==> config.mk <==
export PLATFORM = sky130hd
export DESIGN_NAME = hilo_ctrl_flat
export DESIGN_NICKNAME = d
export VERILOG_FILES = /design/src/rtl/hilo_pkg.sv /design/src/rtl/hilo_ctrl_if.sv /design/src/rtl/hilo_ctrl.sv /design/src/flat_wrapper.sv
export SDC_FILE = /design/constraint.sdc
export NUM_CORES = 1
export LEC_CHECK = 0
export CELL_PAD_IN_SITES_DETAIL_PLACEMENT = 1
export CELL_PAD_IN_SITES_GLOBAL_PLACEMENT = 1
export CORE_AREA = 2 2 139 141
export DETAILED_ROUTE_END_ITERATION = 10
export DIE_AREA = 0 0 141 143
export DONT_BUFFER_PORTS = 1
export PLACE_DENSITY_LB_ADDON = 0.15
export SYNTH_ARGS = -nofsm -noshare
export SYNTH_HDL_FRONTEND = slang
export SYNTH_SLANG_ARGS = --single-unit
==> constraint.sdc <==
create_clock -name clk -period 2.4 [get_ports clk]
set_input_delay 0.12 -clock clk [delete_from_list [all_inputs] [get_ports clk]]
set_output_delay 0.12 -clock clk [all_outputs]
set_load 0.02 [all_outputs]
==> src/rtl/hilo_pkg.sv <==
// hilo_pkg: shared constants and types for the HI/LO sequencer.
// Revision: 1.0
`default_nettype none

package hilo_pkg;

  localparam int DATA_W = 32;
  localparam int CNT_W  = 4;

  localparam logic [2:0] OP_NOP  = 3'd0;
  localparam logic [2:0] OP_MULT = 3'd1;
  localparam logic [2:0] OP_DIV  = 3'd2;
  localparam logic [2:0] OP_MTHI = 3'd3;
  localparam logic [2:0] OP_MTLO = 3'd4;
  localparam logic [2:0] OP_MFHI = 3'd5;
  localparam logic [2:0] OP_MFLO = 3'd6;

  typedef enum logic [1:0] {
    ST_IDLE     = 2'd0,
    ST_DIV_WAIT = 2'd1,
    ST_MUL_WAIT = 2'd2
  } state_t;

endpackage

`default_nettype wire

==> src/rtl/hilo_ctrl_if.sv <==
// hilo_ctrl_if: core-side request/stall/read-data bundle of hilo_ctrl.
// Revision: 1.0
`default_nettype none

interface hilo_ctrl_if;
  import hilo_pkg::*;

  logic              op_valid;
  logic [2:0]        op;
  logic [DATA_W-1:0] rs_data;
  logic [DATA_W-1:0] rt_data;
  logic              busy;
  logic [DATA_W-1:0] mf_data;

  modport master (output op_valid, op, rs_data, rt_data, input busy, mf_data);
  modport slave  (input op_valid, op, rs_data, rt_data, output busy, mf_data);

endinterface

`default_nettype wire

==> src/rtl/hilo_ctrl.sv <==
// hilo_ctrl: MULT/DIV operand capture, settle-latency sequencer and HI/LO pair.
// Optional macro HILO_DIVZERO_TRAP_EN: suppress HI/LO write and pulse div_zero on zero divisor. Revision: 1.0
`default_nettype none

module hilo_ctrl
  import hilo_pkg::*;
#(
  parameter int DIV_LAT = 4,
  parameter int MUL_LAT = 2
) (
  input  wire logic              clk,
  input  wire logic              reset,
  hilo_ctrl_if.slave             core,
  input  wire logic [DATA_W-1:0] div_q,
  input  wire logic [DATA_W-1:0] div_r,
  input  wire logic [DATA_W-1:0] mul_hi,
  input  wire logic [DATA_W-1:0] mul_lo,
  output logic      [DATA_W-1:0] opa,
  output logic      [DATA_W-1:0] opb,
  output logic                   div_ena,
  output logic      [DATA_W-1:0] hi,
  output logic      [DATA_W-1:0] lo,
  output logic                   div_zero
);

  localparam logic [CNT_W-1:0] DIV_CNT = CNT_W'(DIV_LAT - 1);
  localparam logic [CNT_W-1:0] MUL_CNT = CNT_W'(MUL_LAT - 1);

  state_t            state, state_n;
  logic [CNT_W-1:0]  cnt, cnt_n;
  logic [DATA_W-1:0] hi_n, lo_n, opa_n, opb_n;
`ifdef HILO_DIVZERO_TRAP_EN
  logic              dz_n;
`endif

  always_ff @(posedge clk) begin
    if (reset) begin
      state <= ST_IDLE;
      cnt   <= '0;
      hi    <= '0;
      lo    <= '0;
      opa   <= '0;
      opb   <= '0;
    end else begin
      state <= state_n;
      cnt   <= cnt_n;
      hi    <= hi_n;
      lo    <= lo_n;
      opa   <= opa_n;
      opb   <= opb_n;
    end
  end

  always_comb begin
    state_n = state;
    cnt_n   = cnt;
    hi_n    = hi;
    lo_n    = lo;
    opa_n   = opa;
    opb_n   = opb;
`ifdef HILO_DIVZERO_TRAP_EN
    dz_n    = 1'b0;
`endif
    case (state)
      ST_IDLE: begin
        if (core.op_valid) begin
          case (core.op)
            OP_MULT: begin
              opa_n   = core.rs_data;
              opb_n   = core.rt_data;
              cnt_n   = MUL_CNT;
              state_n = ST_MUL_WAIT;
            end
            OP_DIV: begin
              opa_n   = core.rs_data;
              opb_n   = core.rt_data;
              cnt_n   = DIV_CNT;
              state_n = ST_DIV_WAIT;
            end
            OP_MTHI: hi_n = core.rs_data;
            OP_MTLO: lo_n = core.rs_data;
            default: ;
          endcase
        end
      end
      ST_MUL_WAIT: begin
        if (cnt != '0) begin
          cnt_n = cnt - 1'b1;
        end else begin
          hi_n    = mul_hi;
          lo_n    = mul_lo;
          state_n = ST_IDLE;
        end
      end
      ST_DIV_WAIT: begin
        if (cnt != '0) begin
          cnt_n = cnt - 1'b1;
        end else begin
`ifdef HILO_DIVZERO_TRAP_EN
          if (opb == '0) begin
            dz_n = 1'b1;
          end else begin
            hi_n = div_r;
            lo_n = div_q;
          end
`else
          hi_n = div_r;
          lo_n = div_q;
`endif
          state_n = ST_IDLE;
        end
      end
      default: state_n = ST_IDLE;
    endcase
  end

`ifdef HILO_DIVZERO_TRAP_EN
  always_ff @(posedge clk) begin
    if (reset) div_zero <= 1'b0;
    else       div_zero <= dz_n;
  end
`else
  assign div_zero = 1'b0;
`endif

  assign div_ena   = (state == ST_DIV_WAIT);
  assign core.busy = (state != ST_IDLE);

  // Read port follows the op field directly so MF sees the just-written value.
  always_comb begin
    case (core.op)
      OP_MFHI: core.mf_data = hi;
      OP_MFLO: core.mf_data = lo;
      default: core.mf_data = '0;
    endcase
  end

endmodule

`default_nettype wire

==> src/flat_wrapper.sv <==
// flat-port wrapper written by rule: the top's interface ports become plain ports
module hilo_ctrl_flat import hilo_pkg::*;
#(
  parameter int DIV_LAT = 4,
  parameter int MUL_LAT = 2
)
  (clk, reset, div_q, div_r, mul_hi, mul_lo, opa, opb, div_ena, hi, lo, div_zero, core_op_valid, core_op, core_rs_data, core_rt_data, core_busy, core_mf_data);
  hilo_ctrl_if core_i ();
  input  wire logic clk;
  input  wire logic reset;
  input  wire logic [DATA_W-1:0] div_q;
  input  wire logic [DATA_W-1:0] div_r;
  input  wire logic [DATA_W-1:0] mul_hi;
  input  wire logic [DATA_W-1:0] mul_lo;
  output logic      [DATA_W-1:0] opa;
  output logic      [DATA_W-1:0] opb;
  output logic div_ena;
  output logic      [DATA_W-1:0] hi;
  output logic      [DATA_W-1:0] lo;
  output logic div_zero;
  input wire logic [$bits(core_i.op_valid)-1:0] core_op_valid;
  input wire logic [$bits(core_i.op)-1:0] core_op;
  input wire logic [$bits(core_i.rs_data)-1:0] core_rs_data;
  input wire logic [$bits(core_i.rt_data)-1:0] core_rt_data;
  output wire logic [$bits(core_i.busy)-1:0] core_busy;
  output wire logic [$bits(core_i.mf_data)-1:0] core_mf_data;
  assign core_i.op_valid = core_op_valid;
  assign core_i.op = core_op;
  assign core_i.rs_data = core_rs_data;
  assign core_i.rt_data = core_rt_data;
  assign core_busy = core_i.busy;
  assign core_mf_data = core_i.mf_data;
  hilo_ctrl #(.DIV_LAT(DIV_LAT), .MUL_LAT(MUL_LAT)) u_core (.clk(clk), .reset(reset), .core(core_i), .div_q(div_q), .div_r(div_r), .mul_hi(mul_hi), .mul_lo(mul_lo), .opa(opa), .opb(opb), .div_ena(div_ena), .hi(hi), .lo(lo), .div_zero(div_zero));
endmodule
=== After elaboration in Yosys (flattened, before gate mapping) ===
Cells that the tools add are included.
Widths: inputs -> output; s select.

* Add/subtract/negate cells: 1
* Multiply operators: 0
* Divide/modulo/power cells: 0
* $lt $le $gt $ge: 0
* Equality and inequality tests: 16
* Shift operators: 0
* Mux-type cells: 19
* Bitwise operators: 0
* Reduce and logical (&&, ||, !) cells: 12

{| class="wikitable"
|+ Operator list
! kind !! number
|-
| $mux 32 || 8
|-
| $pmux 32 s3 || 2
|-
| $pmux 32 s2 || 1
|-
| $pmux 4 s2 || 2
|-
| $ne 2x2->1 const B || 6
|-
| $reduce_and 5->1 || 2
|-
| $eq 3x3->1 const B || 3
|-
| $mux 4 || 2
|-
| $pmux 2 s2 || 2
|-
| $eq 3x2->1 const B || 2
|-
| $reduce_and 3->1 || 2
|-
| $mux 2 || 2
|-
| $reduce_and 4->1 || 1
|-
| $reduce_bool 2->1 || 2
|-
| $reduce_bool 4->1 || 1
|-
| $reduce_or 2->1 || 2
|-
| $sub 4x1->4 const B || 1
|-
| $eq 3x1->1 const B || 1
|-
| $ne 3x3->1 const B || 1
|-
| $reduce_bool 3->1 || 1
|-
| $eq 2x1->1 const B || 1
|-
| $eq 2x2->1 const B || 1
|-
| $logic_not 2->1 || 1
|-
| $ne 2x1->1 const B || 1
|}

* Register bits: 134
* Bits in latches: 0
* RAM bits: 0
* Memory bits (read-only): 0
* Bits of input ports: 198
* Output and inout bits: 163
* Logic and storage cells: 54
* Memories: 0

=== Logic depth before layout (Yosys ltp) ===
Gate-level depths: netlist of the first run.

* Word-level depth: 4
* Gate-level depth with buffers: 8
* Gate-level depth less buffers: 6

=== Least setup slack after synthesis of the first run ===
Ideal clock, no wire load.

* Kind: reg-to-reg
* From: register u_core.state[1]
* To: register u_core.lo[19]
* Arrival: 1.793 ns
* Required time: 2.276 ns
* Path slack: 0.483 ns
* Stages on the path, launching flop included: 9
* Path buffers: 2
* Cells stage by stage: dfxtp_1 -> inv_1 -> ha_1 -> or2_2 -> a221o_1 -> buf_6 -> buf_2 -> nand3b_1 -> o31ai_2

* Cells in the longest elaborated chain, start to end: 3
* Elaborated cells between the ends (all ways): 10
* Classes of those cells: eq/ne: 6; mux: 1; reduce/logical: 3

{| class="wikitable"
|+ Ends and longest elaborated chain
! item !! line !! RTL
|-
| from (decl) || hilo_ctrl.sv:29 || <nowiki>state_t state, state_n;</nowiki>
|-
| from (signal assigned) || hilo_ctrl.sv:45 || <nowiki>state <= state_n;</nowiki>
|-
| $eq 2x1->1 * || -- ||
|-
| net div_ena || flat_wrapper.sv:17 || <nowiki>output logic div_ena;</nowiki>
|-
| $ne 2x2->1 (no source line) or $reduce_bool 3->1 (tied branches) || -- ||
|-
| $reduce_and 5->1 (no source line) || -- ||
|-
| to (signal assigned) || hilo_ctrl.sv:48 || <nowiki>lo <= lo_n;</nowiki>
|-
| to (decl) || hilo_ctrl.sv:22 || <nowiki>output logic [DATA_W-1:0] lo,</nowiki>
|}

Mark *: on every way through the listed nets, which the timed path passes. The rest lies on a longest branch.
A chain may end at the register's enable or synchronous reset.

=== Worst setup path in the final report of the first run ===
* From: register u_core.state[1]
* To: register u_core.hi[13]

* Cells in the longest elaborated chain, start to end: 3
* Elaborated cells between the ends (all ways): 10
* Classes of those cells: eq/ne: 6; mux: 1; reduce/logical: 3

{| class="wikitable"
|+ Ends and longest elaborated chain
! item !! line !! RTL
|-
| $eq 2x2->1 (tied with other cells) || hilo_ctrl.sv:64 || <nowiki>case (state)</nowiki>
|-
| $ne 2x2->1 (no source line) or $reduce_bool 3->1 (tied branches) || -- ||
|-
| $reduce_and 5->1 (no source line) || -- ||
|-
| to (signal assigned) || hilo_ctrl.sv:47 || <nowiki>hi <= hi_n;</nowiki>
|-
| to (decl) || hilo_ctrl.sv:21 || <nowiki>output logic [DATA_W-1:0] hi,</nowiki>
|}

Several ways; a longest one is shown, not always the timed one.

==> results of run 1 <==
## area by class of cell
cell class | count | area, sq um
Timing Repair Buffer | 144 | 1470
Antenna cell | 1 | 2.50
Sequential cell | 134 | 2680
Fill cell | 2173 | 9960
Clock buffer | 17 | 425
Inverter | 6 | 22.5
Clock inverter | 15 | 211
Multi-Input combinational cell | 624 | 3510
Tap cell | 234 | 293
## cell usage after synthesis (2+ instances only)
cell type  number  area (sq um)
nand4b_1        3          26.3
ha_1            6          75.1
or3_1           3          18.8
nand2_1       258           968
clkbuf_1       50           188
o31ai_1        58           435
a21oi_1       132           661
buf_1           6          22.5
nand2b_1        2          12.5
inv_1           6          22.5
buf_2          14          70.1
o31ai_2         6          75.1
nand3_1         2          10.0
o21bai_1       32           240
and3b_1         2          17.5
o21ai_0         4          20.0
a221o_1         2          20.0
dfxtp_1       134          2680
nand3b_1       64           480
a22o_1         32           280
buf_6           8          90.1
## cells in the final DEF, fill, tap and decap left out, types with 3 or more instances in the layout
cell type and instances:
nand2_1 258, dfxtp_1 134, o31ai_2 6, buf_4 7
or3_1 3, bufinv_16 3, clkbuf_16 17, o21ai_0 4
inv_6 5, o31ai_1 58, buf_12 3, ha_1 3
a22o_1 32, inv_1 6, nand4b_1 3, inv_8 4
o21bai_1 32, a21oi_1 132, dlygate4sd3_1 131, nand3b_1 64
## through the flow
step	setup slack [ns]	total power, W	utilization [%]
floorplan	0.483	0.00419	-
global placement	0.355	0.00452	35.7
detailed placement	0.265	0.00458	35.7
CTS	0.0312	0.00766	46.3
global route	0.0506	0.00796	46.4
finish	0.195	0.00761	46.4
## power breakdown
part           internal (W)  switching, W
combinational      0.000637       0.00109
clock               0.00169       0.00113
sequential          0.00248      0.000581
## logic make-up after synthesis
| group | after synthesis | share of synthesized area, % |
|---|---|---|
| adders and majority gates | 6 | 1.14 |
| muxes | 1 | 0.153 |
| xor gates and xnor gates | 1 | 0.133 |
| and+or+nand+nor | 343 | 24.5 |
| AOI/OAI and AO/OA | 272 | 27.1 |
| other | 1 | 0.0571 |
| buffers and inverters | 85 | 6.10 |
| DFF | 134 | 40.9 |
## worst max-delay path: stages (launching register included)
cell           delay [ns]
dfxtp_1              0.39
inv_1                0.12
ha_4                 0.31
buf_4                0.39
nand2_1              0.09
a21oi_1              0.13
dlygate4sd3_1        0.57
o31ai_1              0.06
## path summary, 6_finish.rpt
check,to,slack (ns),from
max,u_core.hi[13]$_SDFFE_PP0P_,0.19,u_core.state[1]$_SDFFE_PP0P_
min reg2reg,u_core.cnt[0]$_SDFFE_PP0P_,0.49,u_core.cnt[0]$_SDFFE_PP0P_
min,u_core.lo[24]$_SDFFE_PP0P_,0.008,div_q[24]
max reg2reg,u_core.hi[13]$_SDFFE_PP0P_,0.19,u_core.state[1]$_SDFFE_PP0P_
## flip-flops by register name, summed over array words and instances (netlist names)
name and count:
u_core.opa 32, u_core.cnt 4, u_core.opb 32, u_core.state 2, u_core.lo 32, u_core.hi 32
## timing repair
| item | CTS | global route |
|---|---|---|
| setup endpoints to repair | 0 | 2 |
| setup buffers | 0 | 0 |
| resized for setup | 0 | 2 |
| endpoints found under the hold margin | 134 | 0 |
| hold buffers | 132 | 0 |
## metal layers
metal	wire length, um	track usage (%)	part of all wire (%)
met1	10900	29.7	41
met2	12800	41.6	48
met3	1880	7.21	7.1
met4	858	10.5	3.2
met5	0	0	0
==> results.md, run 1 <==
* Syn nets at 1,047
* Final Net Count at 1,131
* Drt wl/cell at 22.5 um
* Area growth syn-to-layout at 31.3%
* Final std cells w/o fill at 1,175
* Site Rows at 50
* Hold Crit Class: in2reg
* Vias at 6,759
* #FFs+latches synth at 134
* Leak at 3.11 nW
* CTS clk-pin slew, worst paths at 0.06 ns
* Netlist cell types at 40
* Netlist Area Pre-Place at 6560 sq um
* Setup-failing EPs final at 0
* Worst-Margin Slew at 0.704 ns
* Core Area at 18,600 sq um
* Final period util at 91.9%
* WP data required at 2.70 ns
* Initial antenna violation count at 1
* Synth warnings at 0
* Final hold viol count at 0
* H-tree depth at 4
* Largest net degree at the start of global routing at 161
* Share of layout cells above drive strength 1 at 6.49%
* DRT antenna net count at 0
* Gpl congestion at 0.887
* Main flop type after synthesis: dfxtp_1
* Cts bufs inserted at 17
* Syn avg cell area at 7.79 sq um
* Kind of critical path: reg2reg
* Drt initial violations at 345
* Worst hold slack at 0.00811 ns
* Number of global-route vias before repair at 6,855
* Max Slew Vio Count at 0
* Syn Inst Count at 843
* Die Wd at 141 um
* Max Fclk at 453 MHz
* Slew HR at 53.0%
* Status: finished, final reports clean
* Hold depth at 2
* CP max FO at 42
* Max-capacitance violation count at 0
* Setup TNS at 0 ns
* I/O pin count at 361
* Asr flop ratio synth at 0%
* CTS tree: built
* Maximum clock path buffer count at 2
* DR DRC count at 0
* Cell depth of the worst flop-to-flop path at 7
* First-pass GRT wire length at 38.8 mm
* Design area at 8620 sq um
* Critical path capture point type: flip-flop
* RSZ-0062 raised after global routing: false
* Final Skew at 0.00952 ns
* Clk_lat worst skew at 0.42 ns
* Placed Area at 6630 sq um
* GR Overflow Total at 0
* Port buffer count at 0
* Wirelength, routed at 26.4 mm
* DIE HEIGHT at 143 um
* Peak supply drop at 0.000474 V
* Pwr/cell area at 883 nW/um^2
* Via density at 5.75
* Sequential share of the synthesized area at 40.9%
* Root buffer cell: clkbuf_16
* Placed insts at 1,010
* Arr. time, crit path at 2.50 ns
* DRT Pass-1 Iters at 5
* Starting Density at 35.3%
* Post-synth EDFFs at 0
* Hpwl dp at 17.2 mm
* GR Util All Layers at 24.7%
* Critical path launch point type: flip-flop
* Clk sinks at 134
* Final min period at 2.21 ns
* Die area at 20,200 sq um
(Power assumes the default switching activity.)
==> run 2, diff against run 1 <==
- PLACE_DENSITY: unset -> 0.69
- PLACE_DENSITY_LB_ADDON: 0.15 -> unset
==> run 2 against run 1 <==
Power shrank 2.0%. Critical path depth unchanged. First-iteration DRC count is 13% higher. Die area unchanged.
==> results.md, run 2 (synthesis gave the netlist of run 1 again) <==
* Port buffer count at 0
* Core Area at 18,600 sq um
* Vias at 6,706
* Starting Density at 35.3%
* Peak supply drop at 0.000516 V
* Worst path cell trace: inv_1, ha_4, buf_4, nand2_1, a21oi_1, dlygate4sd3_1, o31ai_2
* Initial antenna violation count at 3
* Maximum clock path buffer count at 2
* I/O pin count at 361
* Worst path top cell family by delay: buffers and inverters
* Final period util at 93.0%
* DIE HEIGHT at 143 um
* Internal Power at 0.00463 W
* Max Fclk at 448 MHz
* Worst path slowest cell: dlygate4sd3_1
* Critical path capture point type: flip-flop
* Drt wl/cell at 22.2 um
* Setup-failing EPs final at 0
* Site Rows at 50
* Area growth syn-to-layout at 31.0%
* Fill cells at 2,176
* Area occupied by multi-input gates at 3510 sq um
* Wirelength, routed at 26.1 mm
* Hpwl dp at 16.6 mm
* Drt initial violations at 391
* GR Overflow Total at 0
* DRT Pass-1 Iters at 5
* Clock network power share at 35.9%
* Status: finished, final reports clean
* Commonest non-fill, non-tap cell in the layout: nand2_1
* Net Sw Frac at 38.0%
* RSZ-0062 raised after global routing: false
* Critical path buffers and inverters at 3
* Root buffer cell: clkbuf_16
* Leak at 3.09 nW
* Arr. time, crit path at 2.54 ns
* Gpl congestion at 0.824
* Cts bufs inserted at 17
* Largest net degree at the start of global routing at 161
* Final hold viol count at 0
* Combinational share of power at 23.1%
* Die Wd at 141 um
* H-tree depth at 4
* Clk sinks at 134
* Setup TNS at 0 ns
* Final min period at 2.23 ns
* Power, Total at 0.00746 W
* Worst-Margin Slew at 0.648 ns
* P_sw at 0.00283 W
* Via density at 5.70
* Max-capacitance violation count at 0
* CTS clk-pin slew, worst paths at 0.07 ns
* CP max FO at 41
* WP data required at 2.71 ns
* Max Slew Vio Count at 0
* Hold Crit Class: in2reg
* DR DRC count at 0
* Sequential share of power at 41.0%
* Final Net Count at 1,130
* DRT antenna net count at 0
* Die area at 20,200 sq um
* Kind of critical path: reg2reg
* Register area at 2680 sq um
* GR Util All Layers at 24.9%
* Critical path launch point type: flip-flop
* Slew HR at 56.8%
* Max incr delay on CP at 0.58 ns
* Number of global-route vias before repair at 6,715
* First-pass GRT wire length at 38.9 mm
* Clk_lat worst skew at 0.42 ns
* Share of layout cells above drive strength 1 at 6.28%
* Final Skew at 0.0107 ns
* Pwr/cell area at 867 nW/um^2
* CTS tree: built
* Most frequent cells in the layout: nand2_1, dfxtp_1, a21oi_1, dlygate4sd3_1, nand3b_1
## run 2: layer usage
layer	up-vias	GRT usage (%)	routed length, um
met1	3239	29.4	10300
met2	303	42.7	12800
li1	3113	-	-
met4	0	9.42	720
met3	51	7.31	2220
met5	-	0	0
## run 2: path summary, 6_finish.rpt
path                                endpoint  slack [ns]                         start  cells after the start
setup / recovery  u_core.lo[27]$_SDFFE_PP0P_        0.17  u_core.state[0]$_SDFFE_PP0P_                      7
hold / removal    u_core.hi[21]$_SDFFE_PP0P_        0.02                    mul_hi[21]                      4
setup reg to reg  u_core.lo[27]$_SDFFE_PP0P_        0.17  u_core.state[0]$_SDFFE_PP0P_                      7
hold reg to reg   u_core.cnt[0]$_SDFFE_PP0P_        0.48    u_core.cnt[0]$_SDFFE_PP0P_                      1
## run 2: cell type report
cell class / count / share of cell area (%)
antenna: 3 / 0.0873
clock buffer: 17 / 4.95
clock inverter: 15 / 2.08
inverter: 6 / 0.262
multi-input combinational: 624 / 40.8
sequential: 134 / 31.2
tap: 234 / 3.41
timing repair buffer: 143 / 17.2
## run 2: through the flow
step                worst slack, ns  utilization (%)  area (sq um)  hold WS [ns]  instances
floorplan                     0.483                -          6560         0.256        843
global placement              0.502             35.7          6630         0.198       1008
detailed placement            0.425             35.7          6630         0.200       1008
CTS                          0.0867             46.2          8580      0.000127       1173
global route                0.00370             46.3          8600        0.0139       1175
finish                        0.169             46.3          8600        0.0169       1176
## run 2: power groups by stage
stage	Combinational, W	Clock (W)	Sequential (W)
final	0.00172	0.00267	0.00306
after global routing	0.00191	0.00284	0.00309
after CTS	0.00171	0.00275	0.00306
after detailed placement	0.00146	0	0.00311
after global placement	0.00143	0	0.00310
after floorplan	0.00120	0	0.00299
## run 2: worst reg2reg max path: cells and delay by family, from the launching register on
family | cells | cell delay (ns)
simple gates | 1 | 0.14
buf+inv | 3 | 1.08
fa+ha+maj | 1 | 0.32
compound gates | 2 | 0.20
flops | 1 | 0.38
## run 2: what timing repair did
item | in CTS | in global routing
setup endpoints to repair | 0 | 3
resized for setup | 0 | 2
endpoints found under the hold margin | 134 | 0
buffers inserted | 0 | 0
hold buffers | 133 | 0
